$ cat config.mk
export PLATFORM = sky130hd
export DESIGN_NAME = module_control_fsm_multicycle_v2
export DESIGN_NICKNAME = d
export VERILOG_FILES = /design/src/rtl/pkg_multicycle_ctrl.sv /design/src/rtl/module_instret_counter.sv /design/src/rtl/module_control_fsm_multicycle_v2.sv
export SDC_FILE = /design/constraint.sdc
export NUM_CORES = 1
export LEC_CHECK = 0
export CORE_ASPECT_RATIO = 0.7
export CORE_MARGIN = 5
export CORE_UTILIZATION = 51
export DETAILED_ROUTE_END_ITERATION = 10
export PLACE_DENSITY = 0.84
export SLEW_MARGIN = 0
export SYNTH_ARGS = -nofsm -noshare
export SYNTH_HDL_FRONTEND = slang
export SYNTH_SLANG_ARGS = --single-unit
$ cat constraint.sdc
create_clock -name clk_i -period 5.95 [get_ports clk_i]
set_input_delay 1.4875 -clock clk_i [delete_from_list [all_inputs] [get_ports clk_i]]
set_output_delay 1.4875 -clock clk_i [all_outputs]
set_load 0.01 [all_outputs]
$ cat src/rtl/pkg_multicycle_ctrl.sv
// Shared types and encodings for the multicycle RISC-V control FSM.
package pkg_multicycle_ctrl;

    localparam int unsigned STATE_W = 4;
    localparam int unsigned OP_W    = 7;
    localparam int unsigned SEL_W   = 2;

    typedef enum logic [STATE_W-1:0] {
        S_FETCH    = 4'd0,
        S_DECODE   = 4'd1,
        S_MEMADR   = 4'd2,
        S_MEMREAD  = 4'd3,
        S_MEMWB    = 4'd4,
        S_MEMWRITE = 4'd5,
        S_EXECUTER = 4'd6,
        S_EXECUTEI = 4'd7,
        S_ALUWB    = 4'd8,
        S_JAL      = 4'd9,
        S_JALR     = 4'd10,
        S_BRANCH   = 4'd11,
        S_LUI      = 4'd12,
        S_AUIPC    = 4'd13,
        S_TRAP     = 4'd14
    } state_t;

    localparam logic [SEL_W-1:0] RES_ALUOUT = 2'b00;
    localparam logic [SEL_W-1:0] RES_DATA   = 2'b01;
    localparam logic [SEL_W-1:0] RES_ALURES = 2'b10;

    localparam logic [SEL_W-1:0] SRCA_PC    = 2'b00;
    localparam logic [SEL_W-1:0] SRCA_OLDPC = 2'b01;
    localparam logic [SEL_W-1:0] SRCA_RS1   = 2'b10;
    localparam logic [SEL_W-1:0] SRCA_ZERO  = 2'b11;

    localparam logic [SEL_W-1:0] SRCB_RS2  = 2'b00;
    localparam logic [SEL_W-1:0] SRCB_IMM  = 2'b01;
    localparam logic [SEL_W-1:0] SRCB_FOUR = 2'b10;

    localparam logic [SEL_W-1:0] ALU_ADD   = 2'b00;
    localparam logic [SEL_W-1:0] ALU_SUB   = 2'b01;
    localparam logic [SEL_W-1:0] ALU_FUNCT = 2'b10;

    localparam logic [OP_W-1:0] OP_LOAD   = 7'b0000011;
    localparam logic [OP_W-1:0] OP_STORE  = 7'b0100011;
    localparam logic [OP_W-1:0] OP_RTYPE  = 7'b0110011;
    localparam logic [OP_W-1:0] OP_ITYPE  = 7'b0010011;
    localparam logic [OP_W-1:0] OP_JAL    = 7'b1101111;
    localparam logic [OP_W-1:0] OP_JALR   = 7'b1100111;
    localparam logic [OP_W-1:0] OP_BRANCH = 7'b1100011;
    localparam logic [OP_W-1:0] OP_LUI    = 7'b0110111;
    localparam logic [OP_W-1:0] OP_AUIPC  = 7'b0010111;

endpackage

$ cat src/rtl/module_instret_counter.sv
// Retired-instruction counter; wraps modulo 2^CNT_W.
module module_instret_counter #(
    parameter int unsigned CNT_W = 32
) (
    input  logic             clk_i,
    input  logic             rst_i,
    input  logic             en,
    output logic [CNT_W-1:0] count
);

    always_ff @(posedge clk_i or negedge rst_i) begin
        if (!rst_i) begin
            count <= '0;
        end else if (en) begin
            count <= count + CNT_W'(1);
        end
    end

endmodule

$ cat src/rtl/module_control_fsm_multicycle_v2.sv
// Multicycle RISC-V main controller: Moore FSM driving datapath selects/enables
// plus a retired-instruction counter.
module module_control_fsm_multicycle_v2
    import pkg_multicycle_ctrl::*;
#(
    parameter int unsigned CNT_W     = 32,
    parameter bit          MEM_HS_EN = 1'b1,
    parameter bit          UTYPE_EN  = 1'b1
) (
    input  logic             clk_i,
    input  logic             rst_i,
    input  logic [OP_W-1:0]  op_i,
    input  logic             mem_ready_i,
    output logic             mem_req_o,
    output logic             adrsrc_o,
    output logic             memwrite_o,
    output logic             irwrite_o,
    output logic             regwrite_o,
    output logic             branch_o,
    output logic             pcupdate_o,
    output logic [SEL_W-1:0] resultsrc_o,
    output logic [SEL_W-1:0] alusrca_o,
    output logic [SEL_W-1:0] alusrcb_o,
    output logic [SEL_W-1:0] aluop_o,
    output logic             illegal_o,
    output logic [CNT_W-1:0] instret_o
);

    state_t state_q;
    state_t state_d;
    logic   mem_rdy;
    logic   retire_c;

    assign mem_rdy = MEM_HS_EN ? mem_ready_i : 1'b1;

    always_ff @(posedge clk_i or negedge rst_i) begin
        if (!rst_i) begin
            state_q <= S_FETCH;
        end else begin
            state_q <= state_d;
        end
    end

    // Next-state decode; TRAP is absorbing until reset.
    always_comb begin
        state_d = S_TRAP;
        case (state_q)
            S_FETCH:    state_d = mem_rdy ? S_DECODE : S_FETCH;
            S_DECODE: begin
                case (op_i)
                    OP_LOAD,
                    OP_STORE:  state_d = S_MEMADR;
                    OP_RTYPE:  state_d = S_EXECUTER;
                    OP_ITYPE:  state_d = S_EXECUTEI;
                    OP_JAL:    state_d = S_JAL;
                    OP_JALR:   state_d = S_JALR;
                    OP_BRANCH: state_d = S_BRANCH;
                    OP_LUI:    state_d = UTYPE_EN ? S_LUI : S_TRAP;
                    OP_AUIPC:  state_d = UTYPE_EN ? S_AUIPC : S_TRAP;
                    default:   state_d = S_TRAP;
                endcase
            end
            S_MEMADR:   state_d = (op_i == OP_STORE) ? S_MEMWRITE : S_MEMREAD;
            S_MEMREAD:  state_d = mem_rdy ? S_MEMWB : S_MEMREAD;
            S_MEMWB:    state_d = S_FETCH;
            S_MEMWRITE: state_d = mem_rdy ? S_FETCH : S_MEMWRITE;
            S_EXECUTER: state_d = S_ALUWB;
            S_EXECUTEI: state_d = S_ALUWB;
            S_ALUWB:    state_d = S_FETCH;
            S_JAL:      state_d = S_ALUWB;
            S_JALR:     state_d = S_JAL;
            S_BRANCH:   state_d = S_FETCH;
            S_LUI:      state_d = S_ALUWB;
            S_AUIPC:    state_d = S_ALUWB;
            S_TRAP:     state_d = S_TRAP;
            default:    state_d = S_TRAP;
        endcase
    end

    // Moore output decode; only FETCH's IR/PC enables follow mem ready.
    always_comb begin
        mem_req_o   = 1'b0;
        adrsrc_o    = 1'b0;
        memwrite_o  = 1'b0;
        irwrite_o   = 1'b0;
        regwrite_o  = 1'b0;
        branch_o    = 1'b0;
        pcupdate_o  = 1'b0;
        resultsrc_o = RES_ALUOUT;
        alusrca_o   = SRCA_PC;
        alusrcb_o   = SRCB_RS2;
        aluop_o     = ALU_ADD;
        illegal_o   = 1'b0;
        retire_c    = 1'b0;
        case (state_q)
            S_FETCH: begin
                mem_req_o   = 1'b1;
                alusrcb_o   = SRCB_FOUR;
                resultsrc_o = RES_ALURES;
                irwrite_o   = mem_rdy;
                pcupdate_o  = mem_rdy;
            end
            S_DECODE: begin
                alusrca_o = SRCA_OLDPC;
                alusrcb_o = SRCB_IMM;
            end
            S_MEMADR, S_JALR: begin
                alusrca_o = SRCA_RS1;
                alusrcb_o = SRCB_IMM;
            end
            S_MEMREAD: begin
                mem_req_o = 1'b1;
                adrsrc_o  = 1'b1;
            end
            S_MEMWB: begin
                resultsrc_o = RES_DATA;
                regwrite_o  = 1'b1;
                retire_c    = 1'b1;
            end
            S_MEMWRITE: begin
                mem_req_o  = 1'b1;
                adrsrc_o   = 1'b1;
                memwrite_o = 1'b1;
                retire_c   = mem_rdy;
            end
            S_EXECUTER: begin
                alusrca_o = SRCA_RS1;
                aluop_o   = ALU_FUNCT;
            end
            S_EXECUTEI: begin
                alusrca_o = SRCA_RS1;
                alusrcb_o = SRCB_IMM;
                aluop_o   = ALU_FUNCT;
            end
            S_ALUWB: begin
                regwrite_o = 1'b1;
                retire_c   = 1'b1;
            end
            S_JAL: begin
                alusrca_o  = SRCA_OLDPC;
                alusrcb_o  = SRCB_FOUR;
                pcupdate_o = 1'b1;
            end
            S_BRANCH: begin
                alusrca_o = SRCA_RS1;
                aluop_o   = ALU_SUB;
                branch_o  = 1'b1;
                retire_c  = 1'b1;
            end
            S_LUI: begin
                alusrca_o = SRCA_ZERO;
                alusrcb_o = SRCB_IMM;
            end
            S_AUIPC: begin
                alusrca_o = SRCA_OLDPC;
                alusrcb_o = SRCB_IMM;
            end
            S_TRAP:  illegal_o = 1'b1;
            default: ;
        endcase
    end

    module_instret_counter #(
        .CNT_W (CNT_W)
    ) u_instret (
        .clk_i (clk_i),
        .rst_i (rst_i),
        .en    (retire_c),
        .count (instret_o)
    );

endmodule

==> impl_metrics.ini, run 1 <==
[setup_path]
cp.arrival_ps = 3080
r2r_end = u_instret.count[28]
crit_path_top_delay_cell = clkdlybuf4s50_1
endpoint_kind = output port
critPathLaunch = mem_ready_i
crit_path_max_fanout = 8
rrSetupSlack_ps = 3490
rr_startpoint = state_q[2]
critical_path.max_stage_delay_ps = 610
rr_worst_depth = 5
cp_cell_sequence = clkdlybuf4s50_1, nor3b_1, a21oi_1, nor3_1, clkdlybuf4s50_1
crit_path_start_kind = input pin
path_common_cell = clkdlybuf4s50_1
cp_top_family = buffers and inverters
cp_num_buf_inv = 2
required_ps = 4460
critical_path_class = input pin to output port

[clock_tree]
clk-insertion-delay-late_ps = 280
cts_buffers = 5
clkTransAtPathRegs_ps = 70
cts_tree = yes
holdBufCountCts = 0
cts_resized = 0
h-tree-depth = 2
clock_tree.root_cell = clkbuf_8
cts.path.max_buffers = 2
clock_sinks = 36
post_cts_buffers = 0

[finish]
fillerInstances = 332
multiInputGateArea_um2 = 1076
diodes = 0
drive_above_1_share = 0.06182
layout_commonest_cell = clkdlybuf4s50_1
area_delta_synth_final_pct = 32.26
register_area_um2 = 900.9
most-common-layout-cells = clkdlybuf4s50_1 (57), dfrtp_1 (36), nand2_1 (30)
nets = 285

[floorplan]
ios = 58
die_w_um = 86.02
dieArea_um2 = 5438
dieHeight_um = 63.22
num_rows = 19
core_region_area_um2 = 3923
initial_utilization = 0.5260

[grt]
grt_pass1_vias = 1737
antenna_found_initial = 0
track_usage = 0.1917
grt_overflow = 0
grt_pass1_wl_um = 8335
grt_max_degree = 37

[sta]
setup-violations-final = 0
clock_skew_ps = 4.667
worst_slew_pin_slew_ps = 652.4
fin_crit_sh = 0.7681
post-route-min-period_ps = 4570
fin_hold_ws_ps = 484.7
relSlewSlack = 0.5650
fmax_mhz = 218.8
hold_viol = 0
timing.final.ws_setup_ps = 1380
drv_slew = 0
fin_tns_setup_ps = 0
rsz0062_at_grt = no

[synthesis]
synth_ff_type = dfrtp_1
synth_seq_area_share = 0.4366
synth_fp_nets = 232
yosysUniqueCellTypes = 42
synth_edf_count = 0
synth.cell_area_um2 = 2063
synthCells = 221
ys_ff_latch = 36
postSynthAreaPerCell_um2 = 9.336
yosysWarningCount = 0
synthArstFlopShare = 1.000

[min_path]
min_to = u_instret.count[31]
hold_depth = 1
hp-class = flop to flop
worstHoldStart = u_instret.count[31]

[placed_design]
gp_congestion = 0.7719
place_ws_ps = 1370
dp_hpwl_um = 3698
io_buffers = 57

[route]
wl_per_cell_um = 14.66
dr_wl_met3_um = 264
dr.max_layer_used = met4
ant_nets = 0
wl_um = 4793
first_iter_violations = 130
wl_met2_um = 2137
via_per_inst = 5.489
drcViolationCount = 0
first_pass_iters = 4
m1WireLength_um = 2332
vias = 1795

[job]
maxCapViolCount = 0

[power]
power_uw = 924.9
p_leak_nw = 0.9930
ir_drop_mv = 0.2302
p_per_area_nw_per_um2 = 338.9

[run_status]
status = finished, final reports clean
worst max-delay path by stage:
stage / cells after the start / end
after floorplan: 4 / pcupdate_o
after global placement: 5 / pcupdate_o
after detailed placement: 5 / pcupdate_o
after CTS: 5 / pcupdate_o
after global routing: 5 / pcupdate_o
final: 5 / pcupdate_o
cells by family (layout without fill, tap and decap cells):
family                   after synthesis  count (layout)  synth area share
buffers and inverters                 17              71           0.04184
AND/OR/NAND/NOR                      108             108            0.2826
multiplexers                           1               1          0.004852
flip-flops                            36              36            0.4366
AO/OA/AOI/OAI                         25              25           0.08794
adder cells (fa/ha/maj)                1               1          0.006063
XOR/XNOR                              33              33            0.1401
layer usage:
metal	global-route usage	vias up
met5	0	-
met1	0.2784	862
met2	0.2865	54
li1	-	874
met4	0.05336	0
met3	0.04297	5
flip-flops by register name, summed over array words and instances, names as in the netlist:
name / count
u_instret.count: 32
state_q: 4
cells in the mapped netlist, types with 2 or more instances:
cell type	n	area [um^2]
nor2b_1	2	12.51
o32ai_1	2	17.52
clkbuf_1	7	26.28
and3b_1	2	17.52
nor2_1	18	67.56
dfrtp_1	36	900.9
xnor2_1	17	148.9
and3_1	6	37.54
a41o_1	2	20.02
nand4_1	10	62.56
a21oi_1	5	25.02
nand2_1	30	112.6
and4_1	2	17.52
nor3_1	7	35.03
or3_1	2	12.51
nor4_1	3	18.77
nand3_1	8	40.04
buf_6	2	22.52
xor2_1	16	140.1
nand2b_1	6	37.54
and2_1	2	12.51
buf_4	2	15.01
o22ai_1	2	12.51
inv_1	5	18.77
o41ai_1	2	17.52
nor3_2	6	60.06
o21ai_0	4	20.02
metrics by stage:
| stage | cell area, um^2 | cells | utilization |
|---|---|---|---|
| after global routing | 2729 | 327 | 0.6957 |
| after floorplan | 2063 | 221 | - |
| after detailed placement | 2639 | 319 | 0.6727 |
| after CTS | 2729 | 327 | 0.6957 |
| after global placement | 2639 | 319 | 0.6727 |
| final | 2729 | 327 | 0.6957 |
final cells by class:
class	count	share of cell area
Multi-Input combinational cell	168	0.3943
Sequential cell	36	0.3301
Timing Repair Buffer	58	0.2118
Clock buffer	8	0.03301
Tap cell	52	0.02384
Inverter	5	0.006878
power breakdown:
group          internal (mW)  total [mW]  leakage [nW]  switching, mW
combinational          0.213       0.393         0.540          0.180
clock                 0.0943       0.173        0.0455         0.0787
sequential             0.278       0.359         0.407         0.0809
worst register-to-register path, cell delays in order, from the launching register on:
cell and delay [ps]:
dfrtp_1 710, nand2b_4 150, o32a_2 470, or4_4 660, nor3_2 240, xor2_1 160
Note: power is estimated with default switching activity, not from simulation.
==> run 2, diff against run 1 <==
Settings changed: CORE_UTILIZATION 51 to 43, PLACE_DENSITY 0.84 to 0.76.
Clock period 5.95 ns to 4.1 ns, I/O delays scaled along.
==> impl_metrics.ini, run 2 (synthesis gave the netlist of run 1 again) <==
[run_status]
status = finished, final reports clean

[min_path]
worstHoldStart = u_instret.count[31]
hold_depth = 1
min_to = u_instret.count[31]
hp-class = flop to flop

[clock_tree]
clk-insertion-delay-late_ps = 280
h-tree-depth = 2
cts.path.max_buffers = 2
cts_resized = 0
cts_buffers = 5
post_cts_buffers = 0
clock_sinks = 36
clock_tree.root_cell = clkbuf_8
holdBufCountCts = 0
clkTransAtPathRegs_ps = 70
cts_tree = yes

[finish]
layout_commonest_cell = clkdlybuf4s50_1
fin_area_um2 = 2723
diodes = 0
reg_top3 = u_instret.count (32), state_q (4)
most-common-layout-cells = clkdlybuf4s50_1 (57), dfrtp_1 (36), nand2_1 (30)
drive_above_1_share = 0.06204
nets = 285
register_area_um2 = 900.9
largest_register_ffs = 32
final_cells = 331
max_flop_register = u_instret.count
area_delta_synth_final_pct = 31.96
fillerInstances = 388
multiInputGateArea_um2 = 1076

[route]
vias = 1757
via_per_inst = 5.308
drcViolationCount = 0
ant_nets = 0
wl_per_cell_um = 14.37
first_pass_iters = 4
wl_um = 4758
first_iter_violations = 135

[sta]
rsz0062_at_grt = no
fin_crit_sh = 0.8944
setup-violations-final = 0
fmax_mhz = 272.7
clock_skew_ps = 6.700
hold_viol = 0
timing.final.ws_setup_ps = 432.9
relSlewSlack = 0.5498
drv_slew = 0
post-route-min-period_ps = 3667
fin_tns_setup_ps = 0
worst_slew_pin_slew_ps = 675.3
fin_hold_ws_ps = 473.7

[grt]
met3_usage = 0.04286
met2_usage = 0.2341
grt_max_degree = 37
grt.busiest_layer = met2
track_usage = 0.1573
grt_overflow = 0
antenna_found_initial = 0
grt_pass1_vias = 1623
grt_pass1_wl_um = 7872
met1_usage = 0.2293

[placed_design]
gp_congestion = 0.8375
dp_hpwl_um = 3560
place_ws_ps = 443.8
io_buffers = 57
dpl-instance-area_um2 = 2645
placedCellCount = 324

[setup_path]
endpoint_kind = output port
required_ps = 3070
critical_path_class = input pin to output port
rrSetupSlack_ps = 1610
crit_path_max_fanout = 8
rr_startpoint = state_q[2]
cp.arrival_ps = 2640
crit_path_start_kind = input pin
critPathLaunch = mem_ready_i
r2r_end = u_instret.count[26]
rr_worst_depth = 5

[floorplan]
dieHeight_um = 67.96
ios = 58
dieArea_um2 = 6306
die_w_um = 92.79
core_region_area_um2 = 4703
num_rows = 21
initial_utilization = 0.4387

[power]
ir_drop_mv = 0.2310
p_per_area_nw_per_um2 = 487.8
p_leak_nw = 0.9885

[job]
maxCapViolCount = 0
-- run 2: layer usage --
metal / vias up / wire length (um)
met5: - / 0
met4: 0 / 31
met3: 4 / 308
met2: 46 / 2046
met1: 833 / 2371
li1: 874 / -
-- run 2: final cells by class --
| cell class | count | area share |
|---|---|---|
| multi-input cells | 168 | 0.3952 |
| flip-flops and latches | 36 | 0.3309 |
| repair buffers | 58 | 0.2123 |
| clock buffers | 6 | 0.02665 |
| well taps | 57 | 0.02619 |
| inverters | 5 | 0.006893 |
| clock inverters | 1 | 0.001838 |
-- run 2: how the worst max path moves through the flow --
stage	end	slack (ps)	cells after the start
2_1_floorplan	u_instret.count[22]	1310	7
3_3_place_gp	pcupdate_o	460	5
3_5_place_dp	pcupdate_o	440	5
4_1_cts	pcupdate_o	440	5
5_1_grt	pcupdate_o	320	5
6_report	pcupdate_o	430	5
-- run 2: worst max-delay path, cell delays in order --
cell and delay [ps]:
clkdlybuf4s50_1 620, nor3b_1 220, a21oi_1 60, nor3_1 150, clkdlybuf4s50_1 560
-- run 2: metrics by stage --
step / utilization / power (mW)
after floorplan: - / 0.8438
after global placement: 0.5624 / 1.089
after detailed placement: 0.5624 / 1.096
after CTS: 0.5789 / 1.334
after global routing: 0.5789 / 1.414
final: 0.5789 / 1.328
-- run 2: power breakdown --
group          switching, mW  internal (mW)
Clock                  0.122          0.116
Sequential             0.121          0.403
Combinational          0.257          0.310
==> run 3, diff against run 2 <==
Settings changed: CAP_MARGIN set to 20, CORE_ASPECT_RATIO 0.7 to 0.8.
==> impl_metrics.ini, run 3 (synthesis gave the netlist of run 1 again) <==
[route]
ant_nets = 0
drcViolationCount = 0
via_per_inst = 5.278
wl_um = 4595
vias = 1768
first_pass_iters = 4
first_iter_violations = 102
wl_per_cell_um = 13.72

[floorplan]
die_w_um = 87.45
dieHeight_um = 71.96
core_region_area_um2 = 4624
ios = 58
dieArea_um2 = 6292
initial_utilization = 0.4462
num_rows = 22

[clock_tree]
cts_tree = yes
h-tree-depth = 2
holdBufCountCts = 0
clock_tree.root_cell = clkbuf_8
clk-insertion-delay-late_ps = 290
cts_resized = 0
cts.path.max_buffers = 2
clkTransAtPathRegs_ps = 70
post_cts_buffers = 0
clock_sinks = 36
cts_buffers = 5

[sta]
fin_crit_sh = 0.8923
clock_skew_ps = 7.667
relSlewSlack = 0.5550
hold_viol = 0
fmax_mhz = 273.3
rsz0062_at_grt = no
setup-violations-final = 0
worst_slew_pin_slew_ps = 667.5
fin_tns_setup_ps = 0
post-route-min-period_ps = 3658
drv_slew = 0

[power]
p_leak_nw = 1.003
p_per_area_nw_per_um2 = 502.2
ir_drop_mv = 0.2579

[grt]
grt_max_degree = 37
grt_overflow = 0
grt_pass1_wl_um = 7645
antenna_found_initial = 0
track_usage = 0.1511
grt_pass1_vias = 1589

[placed_design]
gp_congestion = 0.8172
dp_hpwl_um = 3468
placedCellCount = 327
io_buffers = 57

[finish]
diodes = 0
final_cells = 335
layout_commonest_cell = clkdlybuf4s50_1
reg_top3 = u_instret.count (32), state_q (4)
max_flop_register = u_instret.count
largest_register_ffs = 32
area_delta_synth_final_pct = 33.60
fillerInstances = 434
final_core_util = 0.5961
most-common-layout-cells = clkdlybuf4s50_1 (57), dfrtp_1 (36), nand2_1 (30)
drive_above_1_share = 0.06545
nets = 285

[setup_path]
critical_path.max_stage_delay_ps = 620
crit_path_max_fanout = 8
cp_num_buf_inv = 2
path_common_cell = clkdlybuf4s50_1
cp_cell_sequence = clkdlybuf4s50_1, nor3b_1, a21oi_1, nor3_1, clkdlybuf4s50_1
crit_path_top_delay_cell = clkdlybuf4s50_1
required_ps = 3070
crit_path_start_kind = input pin
endpoint_kind = output port
cp.arrival_ps = 2630
cp_top_family = buffers and inverters
critical_path_class = input pin to output port

[min_path]
hp-class = flop to flop

[run_status]
status = finished, final reports clean

[job]
maxCapViolCount = 0
-- run 3: stage by stage --
step           instance area, um^2  setup WS [ps]  total power [mW]  hold WS (ps)
2_1_floorplan                 2063           1307            0.8438         503.9
3_3_place_gp                  2649          470.0             1.087         454.9
3_5_place_dp                  2649          439.0             1.093         460.7
4_1_cts                       2756          428.2             1.399         470.6
5_1_grt                       2756          266.2             1.472         490.0
6_report                      2756          441.6             1.384         468.0
-- run 3: layer usage --
metal | wire length, um | global-route usage | share of wire
met2 | 2053 | 0.2182 | 0.45
met4 | 68 | 0.05111 | 0.015
met1 | 2233 | 0.2239 | 0.49
met5 | 0 | 0 | 0
met3 | 240 | 0.03178 | 0.052
-- run 3: final timing paths --
kind                                             to  slack [ps]  depth (start not counted)           startpoint
worst min-delay path            u_instret.count[31]         470                          1  u_instret.count[31]
max in group asynchronous                state_q[0]        2620                          2                rst_i
min in group asynchronous       u_instret.count[10]        1150                          2                rst_i
worst max-delay path                     pcupdate_o         440                          5          mem_ready_i
worst min register to register  u_instret.count[31]         470                          1  u_instret.count[31]
worst max register to register  u_instret.count[18]        1670                          5           state_q[2]
-- run 3: layout make-up --
cell class,instances,area (um^2),share of cell area
Clock buffer,6,72.57,0.02633
Clock inverter,2,35.03,0.01271
Inverter,5,18.77,0.006809
Multi-Input combinational cell,168,1076,0.3904
Sequential cell,36,900.9,0.3268
Tap cell,60,75.07,0.02724
Timing Repair Buffer,58,578.1,0.2097
-- run 3: where the power goes --
group	switching, mW	total, mW	internal (mW)
clock network	0.119	0.300	0.180
logic	0.254	0.564	0.310
registers	0.118	0.521	0.403
total	0.491	1.38	0.893
-- run 3: worst register-to-register path, stage by stage (launching register included) --
cell and delay (ps):
dfrtp_1 710, nand2b_4 140, o32a_2 470, or4_4 660
nor3_2 220, xor2_1 160
